`src/rtl/combat_pkg.sv`:
```
// Shared types and helpers for the combat health/round controller.
// Holds the FSM state encoding and the saturating damage subtraction.
package combat_pkg;

    typedef enum logic [1:0] {
        IDLE       = 2'd0,
        FIGHT      = 2'd1,
        KO         = 2'd2,
        MATCH_OVER = 2'd3
    } combat_state_t;

    // Health bottoms out at zero instead of wrapping.
    function automatic logic [31:0] sat_sub(input logic [31:0] h, input logic [31:0] d);
        return (h > d) ? (h - d) : 32'd0;
    endfunction

endpackage

```
`src/rtl/player_health.sv`:
```
// One fighter's health bar and post-hit invulnerability counter.
// 'alive' reflects the post-update health so the round can end on the same tick.
module player_health
    import combat_pkg::*;
#(
    parameter int HEALTH_W   = 8,
    parameter int MAX_HEALTH = 200,
    parameter int HIT_DMG    = 10,
    parameter int CHIP_DMG   = 2,
    parameter int IFRAMES    = 30
) (
    input  logic                clk,
    input  logic                rst,
    input  logic                tick_en,
    input  logic                hit,
    input  logic                block,
    input  logic                refill,
    output logic [HEALTH_W-1:0] health,
    output logic                invuln,
    output logic                alive
);

    localparam int CW = (IFRAMES > 0) ? $clog2(IFRAMES + 1) : 1;

    logic [HEALTH_W-1:0] health_q, health_d;
    logic [CW-1:0]       cnt_q, cnt_d;
    logic [31:0]         dmg;

    always_comb begin
        health_d = health_q;
        cnt_d    = cnt_q;
        dmg      = block ? 32'(CHIP_DMG) : 32'(HIT_DMG);
        if (refill) begin
            health_d = HEALTH_W'(MAX_HEALTH);
            cnt_d    = '0;
        end else if (tick_en) begin
            if (hit && (cnt_q == '0)) begin
                health_d = HEALTH_W'(sat_sub(32'(health_q), dmg));
                cnt_d    = CW'(IFRAMES);
            end else if (cnt_q != '0) begin
                cnt_d = cnt_q - CW'(1);
            end
        end
    end

    always_ff @(posedge clk or posedge rst) begin
        if (rst) begin
            health_q <= HEALTH_W'(MAX_HEALTH);
            cnt_q    <= '0;
        end else begin
            health_q <= health_d;
            cnt_q    <= cnt_d;
        end
    end

    assign health = health_q;
    assign invuln = (cnt_q != '0);
    assign alive  = (health_d != '0);

endmodule

```
`src/rtl/combat_health_ctrl.sv`:
```
// Round/match sequencer for up to four fighters: KO detection, win counting,
// KO pause and best-of-N match completion around per-player health bars.
module combat_health_ctrl
    import combat_pkg::*;
#(
    parameter int  NUM_PLAYERS   = 2,
    parameter int  HEALTH_W      = 8,
    parameter int  MAX_HEALTH    = 200,
    parameter int  HIT_DMG       = 10,
    parameter int  CHIP_DMG      = 2,
    parameter int  IFRAMES       = 30,
    parameter int  ROUNDS_TO_WIN = 2,
    parameter int  KO_PAUSE      = 120,
    localparam int WW            = $clog2(ROUNDS_TO_WIN + 1),
    localparam int WINW          = (NUM_PLAYERS > 1) ? $clog2(NUM_PLAYERS) : 1
) (
    input  logic                            Clk,
    input  logic                            Reset,
    input  logic                            frame_tick,
    input  logic                            start,
    input  logic [NUM_PLAYERS-1:0]          hit,
    input  logic [NUM_PLAYERS-1:0]          block,
    output logic [NUM_PLAYERS*HEALTH_W-1:0] health,
    output logic [NUM_PLAYERS-1:0]          invuln,
    output logic [NUM_PLAYERS*WW-1:0]       round_wins,
    output logic [1:0]                      state,
    output logic [WINW-1:0]                 winner,
    output logic                            winner_valid
);

    localparam int PW = $clog2(KO_PAUSE + 1);

    combat_state_t                    state_q, state_d;
    logic [PW-1:0]                    pause_q, pause_d;
    logic [NUM_PLAYERS-1:0][WW-1:0]   wins_q, wins_d;
    logic [WINW-1:0]                  winner_q, winner_d;
    logic                             winner_valid_q, winner_valid_d;

    logic [NUM_PLAYERS-1:0] alive;
    logic [2:0]             alive_cnt;
    logic [WINW-1:0]        survivor;
    logic [WINW-1:0]        champ;
    logic                   champ_found;
    logic                   tick_en;
    logic                   refill;

    assign tick_en = frame_tick && (state_q == FIGHT);

    for (genvar g = 0; g < NUM_PLAYERS; g++) begin : g_player
        player_health #(
            .HEALTH_W   (HEALTH_W),
            .MAX_HEALTH (MAX_HEALTH),
            .HIT_DMG    (HIT_DMG),
            .CHIP_DMG   (CHIP_DMG),
            .IFRAMES    (IFRAMES)
        ) u_player (
            .clk     (Clk),
            .rst     (Reset),
            .tick_en (tick_en),
            .hit     (hit[g]),
            .block   (block[g]),
            .refill  (refill),
            .health  (health[g*HEALTH_W +: HEALTH_W]),
            .invuln  (invuln[g]),
            .alive   (alive[g])
        );
    end

    always_comb begin
        alive_cnt   = '0;
        survivor    = '0;
        champ_found = 1'b0;
        champ       = '0;
        for (int i = 0; i < NUM_PLAYERS; i++) begin
            if (alive[i]) begin
                alive_cnt = alive_cnt + 3'd1;
                survivor  = WINW'(i);
            end
            if (wins_q[i] == WW'(ROUNDS_TO_WIN)) begin
                champ_found = 1'b1;
                champ       = WINW'(i);
            end
        end
    end

    // Kept apart from the FSM so refill never depends on the players' alive flags.
    always_comb begin
        refill = 1'b0;
        case (state_q)
            IDLE, MATCH_OVER: refill = start;
            KO:               refill = frame_tick && (pause_q == PW'(KO_PAUSE - 1)) && !champ_found;
            default:          refill = 1'b0;
        endcase
    end

    always_comb begin
        state_d        = state_q;
        pause_d        = pause_q;
        wins_d         = wins_q;
        winner_d       = winner_q;
        winner_valid_d = winner_valid_q;
        case (state_q)
            IDLE, MATCH_OVER: begin
                if (start) begin
                    state_d        = FIGHT;
                    wins_d         = '0;
                    winner_valid_d = 1'b0;
                end
            end
            FIGHT: begin
                if (frame_tick && (alive_cnt <= 3'd1)) begin
                    state_d = KO;
                    pause_d = '0;
                    if (alive_cnt == 3'd1) begin
                        wins_d[survivor] = wins_q[survivor] + WW'(1);
                    end
                end
            end
            KO: begin
                if (frame_tick) begin
                    pause_d = pause_q + PW'(1);
                    if (pause_q == PW'(KO_PAUSE - 1)) begin
                        if (champ_found) begin
                            state_d        = MATCH_OVER;
                            winner_d       = champ;
                            winner_valid_d = 1'b1;
                        end else begin
                            state_d = FIGHT;
                        end
                    end
                end
            end
            default: state_d = IDLE;
        endcase
    end

    always_ff @(posedge Clk or posedge Reset) begin
        if (Reset) begin
            state_q        <= IDLE;
            pause_q        <= '0;
            wins_q         <= '0;
            winner_q       <= '0;
            winner_valid_q <= 1'b0;
        end else begin
            state_q        <= state_d;
            pause_q        <= pause_d;
            wins_q         <= wins_d;
            winner_q       <= winner_d;
            winner_valid_q <= winner_valid_d;
        end
    end

    assign state        = state_q;
    assign round_wins   = wins_q;
    assign winner       = winner_q;
    assign winner_valid = winner_valid_q;

endmodule

```
`config.mk`:
```
export PLATFORM = sky130hd
export DESIGN_NAME = combat_health_ctrl
export DESIGN_NICKNAME = d
export VERILOG_FILES = /design/src/rtl/combat_pkg.sv /design/src/rtl/player_health.sv /design/src/rtl/combat_health_ctrl.sv
export SDC_FILE = /design/constraint.sdc
export NUM_CORES = 1
export LEC_CHECK = 0
export BUFFER_PORTS_ARGS = -buffer_cell sky130_fd_sc_hd__buf_2
export CAP_MARGIN = 0
export CORE_UTILIZATION = 58
export CTS_CLUSTER_SIZE = 12
export DETAILED_ROUTE_END_ITERATION = 6
export PLACE_DENSITY = 0.8
export REMOVE_ABC_BUFFERS = 1
export SLEW_MARGIN = 30
export SYNTH_ARGS = -nofsm -noshare
export SYNTH_HDL_FRONTEND = slang
export SYNTH_SLANG_ARGS = --single-unit
```
`constraint.sdc`:
```
create_clock -name Clk -period 4.65 [get_ports Clk]
set_input_delay 1.395 -clock Clk [delete_from_list [all_inputs] [get_ports Clk]]
set_output_delay 1.395 -clock Clk [all_outputs]
set_load 0.005 [all_outputs]
```
==> impl_metrics.py, run 1 <==
metrics = {
    "global_route": {
        "grtUsageTotal_pct": 26.5,
        "grt_pass1_wl_um": 9140,
        "grt_pass1_vias": 2039,
        "grt_max_degree": 42,
        "grt_antenna_before_repair": 0,
        "grt_remaining_overflow": 0,
    },
    "cts": {
        "cts_tree": "done",
        "cts_buffers": 5,
        "clkLatencyLatePin_ns": 0.29,
        "clockRootBuffer": "clkbuf_8",
        "cts_htree_levels": 2,
        "path_clk_slew_ns": 0.08,
        "clockBufferDepth": 2,
        "ctsResizeCount": 0,
        "hold_buffers": 0,
        "cts.sinks": 41,
        "post_cts_buffers": 0,
    },
    "setup_path": {
        "crit_path_start": "block[0]",
        "worstPathArrival_ns": 4.56,
        "worst-r2r-cell-count": 17,
        "crit_path_cell_trace": "buf_2 -> ha_1 -> nor2b_1 -> or4_4 -> or3_1 -> a21oi_1 -> o31ai_1 -> or4_1 -> ha_1 -> nand3b_1 -> a211oi_1 -> buf_4 -> nand3_1 -> nor4_1 -> a31oi_1 -> o21ai_0",
        "critPathMostFrequentCell": "ha_1",
        "path_buf_inv": 2,
        "cp-start-kind": "input pin",
        "slowest_stage": "or4_4",
        "cp.required_ns": 4.86,
        "reg2reg_to": "round_wins[0]",
        "critPathTopFamily": "simple AND/OR/NAND/NOR gates",
        "reg2reg_from": "g_player[0].u_player.cnt_q[0]",
        "cp_max_fo": 8,
        "end_kind": "register",
        "slowest_delay_ns": 0.42,
        "crit_type": "in2reg",
        "reg2reg_setup_slack_ns": 0.76,
    },
    "yosys": {
        "yosysWarnings": 0,
        "syn-instance-count": 284,
        "synth-compound-area-share_pct": 19.5,
        "synth-seq-area-share_pct": 40.9,
        "synth_top_area_share_pct": 34.7,
        "synthMuxAreaShare_pct": 1.19,
        "syn_area_sq_um": 2530,
        "yosys.area.top_type": "dfrtp_1",
        "synth_top_family_by_area": "simple AND/OR/NAND/NOR gates",
        "synth.avg_cell_area_sq_um": 8.90,
        "synth_cell_types": 55,
        "synth_xor_area_share_pct": 2.77,
        "ys.flop_type": "dfrtp_1",
        "synthArstFlopShare_pct": 100,
        "ys_ff_latch": 41,
        "synth-simple-area-share_pct": 24.2,
        "synthAdderAreaFrac_pct": 6.44,
        "yosys-top-cells-area": "dfrtp_1 35%, ha_1 6.4%, dfstp_2 6.2%",
        "synth-edff-count": 0,
    },
    "hold_path": {
        "hold_depth": 2,
        "min_to": "winner",
        "hold_path_class": "reg2reg",
        "worstHoldStart": "winner",
    },
    "power_and_ir_drop": {
        "p_per_area_nw_per_um2": 602,
        "p_total_mw": 1.75,
        "p_leak_nw": 1.30,
        "vdd_drop_max_mv": 0.364,
    },
    "sta": {
        "fin_crit_sh_pct": 93.4,
        "tightestPinTransition_ns": 0.664,
        "timing.hold.ws_ns": 0.485,
        "setup_slack_ns": 0.307,
        "drv_slew": 0,
        "rsz0062_at_grt": "no",
        "skew_ns": 0.00784,
        "setup_viol": 0,
        "slew_headroom_pct": 55.2,
        "hold_violations": 0,
        "min_period_ns": 4.34,
        "max_freq_ghz": 0.230,
    },
    "detailed_routing": {
        "drt_iter0_markers": 125,
        "dr.pass1.iters": 5,
        "ant_nets": 0,
        "wl_um": 5550,
        "wire_per_inst_um": 14.7,
        "viasPerCell": 5.99,
        "drc": 0,
        "routed-via-count": 2264,
    },
    "floorplanning": {
        "die_y_um": 68.0,
        "boundaryPins": 34,
        "start_util_pct": 61.8,
        "row_count": 23,
        "coreArea_sq_um": 4090,
        "die_x_um": 68.0,
        "dieArea_sq_um": 4630,
    },
    "run_status": {
        "status": "completed",
    },
    "placement": {
        "pre_cts_slack_ns": -0.0252,
        "place_hpwl_um": 3990,
        "gp_congestion": 0.887,
        "portBuffers": 33,
        "dp_cells": 370,
    },
    "final_layout": {
        "fin_nets": 348,
        "drive_above_1_share_pct": 20.1,
        "fin_cells": 378,
        "area_delta_synth_final_pct": 15.0,
        "fillers": 326,
        "n_antenna_cell": 0,
        "final_util_pct": 71.1,
    },
    "run": {
        "maxCapViolations": 0,
    },
}
==> layout by cell type (no fill, tap or decap), types with 9 or more instances in the layout <==
master / count
dfrtp_1: 35
nor2_1: 34
buf_2: 33
nand2_1: 22
inv_1: 21
a21oi_1: 20
nor3_1: 15
o21ai_0: 14
ha_1: 13
buf_4: 13
nand3_1: 9
==> stage by stage <==
step / instance area, sq um / setup TNS (ns)
2_1_floorplan: 2480 / -0.0251
3_3_place_gp: 2800 / 0
3_5_place_dp: 2800 / -0.0252
4_1_cts: 2910 / 0
5_1_grt: 2910 / 0
6_report: 2910 / 0
==> final cells by class <==
type	instances	area, sq um	area share, %
clock buffers	7	96.3	3.32
clock inverters	1	5.00	0.172
inverters	21	78.8	2.71
multi-input cells	212	1370	47.0
flip-flops and latches	41	1030	35.6
well taps	50	62.6	2.15
repair buffers	46	263	9.04
==> worst max-delay path by stage <==
stage                         end  slack (ns)  cells past startpoint
floorplan           round_wins[0]       -0.03                     14
global placement    round_wins[0]        0.06                     16
detailed placement  round_wins[0]       -0.03                     16
CTS                 round_wins[0]        0.30                     16
global route        round_wins[0]        0.05                     16
finish              round_wins[0]        0.31                     16
==> tightest hold or removal path, delay by kind of cell (launching register included) <==
family | cells | cell delay (ns)
flops | 1 | 0.34
compound gates | 1 | 0.06
simple gates | 1 | 0.05
==> cell usage after synthesis (3+ instances only) <==
master     n
o31ai_1    6
or3_1      4
mux2i_1    3
nand3_1    9
or4_1      4
ha_1      13
dfstp_2    6
nand4_1    3
o211ai_1   4
nor3_1    15
clkbuf_1   5
dfrtp_1   35
nor4_1     3
a21oi_1   20
xnor2_1    6
buf_2      3
nor2_1    34
and2_1     3
nand2_1   22
a31oi_1    5
nor2b_1    3
inv_1     21
o21ai_0   14
==> flip-flops by register name, summed over array words and instances, names as in the netlist <==
| name | flops |
|---|---|
| g_player.u_player.health | 16 |
| g_player.u_player.cnt_q | 10 |
| pause_q | 7 |
| round_wins | 4 |
| state | 2 |
| winner | 1 |
| winner_valid | 1 |
==> power breakdown <==
part	switching [mW]	internal (mW)	total, mW
clock network	0.126	0.134	0.260
registers	0.159	0.488	0.646
logic	0.471	0.371	0.842
==> kinds of logic (layout without fill, tap and decap cells) <==
group / count (synthesis) / count (layout)
compound gates: 73 / 73
xor+xnor: 8 / 8
fa+ha+maj: 13 / 13
buf+inv: 31 / 75
flops: 41 / 41
mux: 3 / 3
simple gates: 115 / 115
==> per-layer routing <==
layer	up-vias	track usage, %	routed length (um)
met5	-	0	0
met2	53	43.4	2600
met1	1076	34.1	2650
met4	0	11.7	117
met3	12	4.67	180
li1	1123	-	-
(Power assumes the default switching activity.)
==> run 2, diff against run 1 <==
- MAX_ROUTING_LAYER: default -> met4
- clock period: 4.65 -> 4.3 ns (I/O delays scaled with it)
==> impl_metrics.py, run 2 (synthesis results as in run 1) <==
metrics = {
    "detailed_routing": {
        "drc": 0,
        "dr.pass1.iters": 4,
        "viasPerCell": 5.91,
        "wl_um": 5780,
        "wire_per_inst_um": 14.7,
        "routed-via-count": 2323,
        "drt_iter0_markers": 106,
        "ant_nets": 0,
    },
    "setup_path": {
        "reg2reg_from": "g_player[0].u_player.cnt_q[0]",
        "critPathTopFamily": "simple AND/OR/NAND/NOR gates",
        "cp.required_ns": 4.53,
        "cp_max_fo": 4,
        "slowest_delay_ns": 0.45,
        "cp-start-kind": "input pin",
        "crit_type": "in2reg",
        "crit_path_start": "block[0]",
        "reg2reg_setup_slack_ns": 0.31,
        "end_kind": "register",
        "slowest_stage": "or4_4",
        "crit_path_cell_trace": "buf_2 -> ha_4 -> nor2b_1 -> or4_4 -> or3_4 -> a21oi_2 -> o31ai_1 -> or4_4 -> ha_4 -> nand3b_1 -> a211oi_2 -> buf_4 -> nand3_1 -> nor4_2 -> a31oi_1 -> o21ai_1",
        "worstPathArrival_ns": 4.44,
        "path_buf_inv": 2,
    },
    "final_layout": {
        "fin_cells": 393,
        "n_antenna_cell": 0,
        "fillers": 326,
        "register_area_sq_um": 1030,
        "fin_area_sq_um": 3060,
        "layout_commonest_cell": "dfrtp_1",
        "final_util_pct": 74.8,
        "fin_nets": 363,
        "multiInputGateArea_sq_um": 1420,
        "largest_register_ffs": 16,
        "layout_common_cells": "35 x dfrtp_1, 33 x nor2_1, 33 x buf_2",
        "area_delta_synth_final_pct": 20.9,
        "drive_above_1_share_pct": 26.2,
    },
    "placement": {
        "place_hpwl_um": 4130,
        "placed_area_sq_um": 2920,
        "gp_congestion": 0.959,
        "portBuffers": 33,
        "pre_cts_slack_ns": -0.177,
        "dp_cells": 385,
    },
    "floorplanning": {
        "die_x_um": 68.0,
        "row_count": 23,
        "coreArea_sq_um": 4090,
        "die_y_um": 68.0,
        "boundaryPins": 34,
        "start_util_pct": 61.8,
        "dieArea_sq_um": 4630,
    },
    "sta": {
        "tightestPinTransition_ns": 0.666,
        "drv_slew": 0,
        "slew_headroom_pct": 55.1,
        "min_period_ns": 4.20,
        "fin_crit_sh_pct": 97.7,
        "skew_ns": 0.0121,
        "setup_slack_ns": 0.0970,
        "fin_setup_tns_ns": 0,
        "hold_violations": 0,
        "setup_viol": 0,
        "max_freq_ghz": 0.238,
        "timing.hold.ws_ns": 0.482,
    },
    "hold_path": {
        "hold_path_class": "reg2reg",
        "worstHoldStart": "winner",
    },
    "run_status": {
        "status": "completed",
    },
    "global_route": {
        "grt_pass1_wl_um": 9070,
        "grt_remaining_overflow": 0,
        "grt_pass1_vias": 2085,
        "grt_antenna_before_repair": 0,
        "grtUsageTotal_pct": 27.4,
        "grt_max_degree": 42,
    },
    "cts": {
        "clkLatencyLatePin_ns": 0.30,
        "cts_buffers": 5,
        "clockBufferDepth": 2,
        "cts_htree_levels": 2,
        "hold_buffers": 0,
        "cts_tree": "done",
        "clockRootBuffer": "clkbuf_8",
        "cts.sinks": 41,
        "path_clk_slew_ns": 0.08,
    },
    "run": {
        "maxCapViolations": 0,
    },
    "power_and_ir_drop": {
        "p_leak_nw": 1.37,
        "p_per_area_nw_per_um2": 644,
        "vdd_drop_max_mv": 0.370,
        "p_total_mw": 1.97,
    },
}
run 2: cell count changes in the layout (fill, tap and decap cells not counted), sizes merged:
cell / change
clkinv: +1
clkbuf: -2
buf: +15
clkinvlp: +1
run 2: power breakdown:
group,leakage [nW],internal (mW),switching (mW)
logic,0.798,0.473,0.546
clock network,0.0439,0.112,0.140
registers,0.528,0.527,0.168
total,1.37,1.11,0.854
run 2: what timing repair did:
action | CTS | global route
setup buffers | 0 | 1
setup endpoints to repair | 0 | 4
resized for setup | 0 | 13
run 2: cell type report:
class,instances,area share (%)
Clock inverter,3,0.573
Multi-Input combinational cell,212,46.4
Timing Repair Buffer,61,12.3
Sequential cell,41,33.8
Tap cell,50,2.05
Inverter,21,2.58
Clock buffer,5,2.25
run 2: layer usage:
layer  routed length [um]  track usage [%]
met5                    0                -
met4                  137             8.85
met3                  263             6.50
met2                 2780             44.4
met1                 2600             33.6
run 2: final timing paths:
path | endpoint | cells after the start
worst min register to register | winner | 2
worst max register to register | round_wins[0] | 17
worst min-delay path | winner | 2
max in group asynchronous | g_player[1].u_player.health[6] | 3
min in group asynchronous | g_player[0].u_player.cnt_q[4] | 3
worst max-delay path | round_wins[0] | 16
run 2: worst min-delay path: stages, from the launching register on:
cell and delay [ns]:
dfrtp_1 0.34, nand2_1 0.05, o31ai_1 0.06
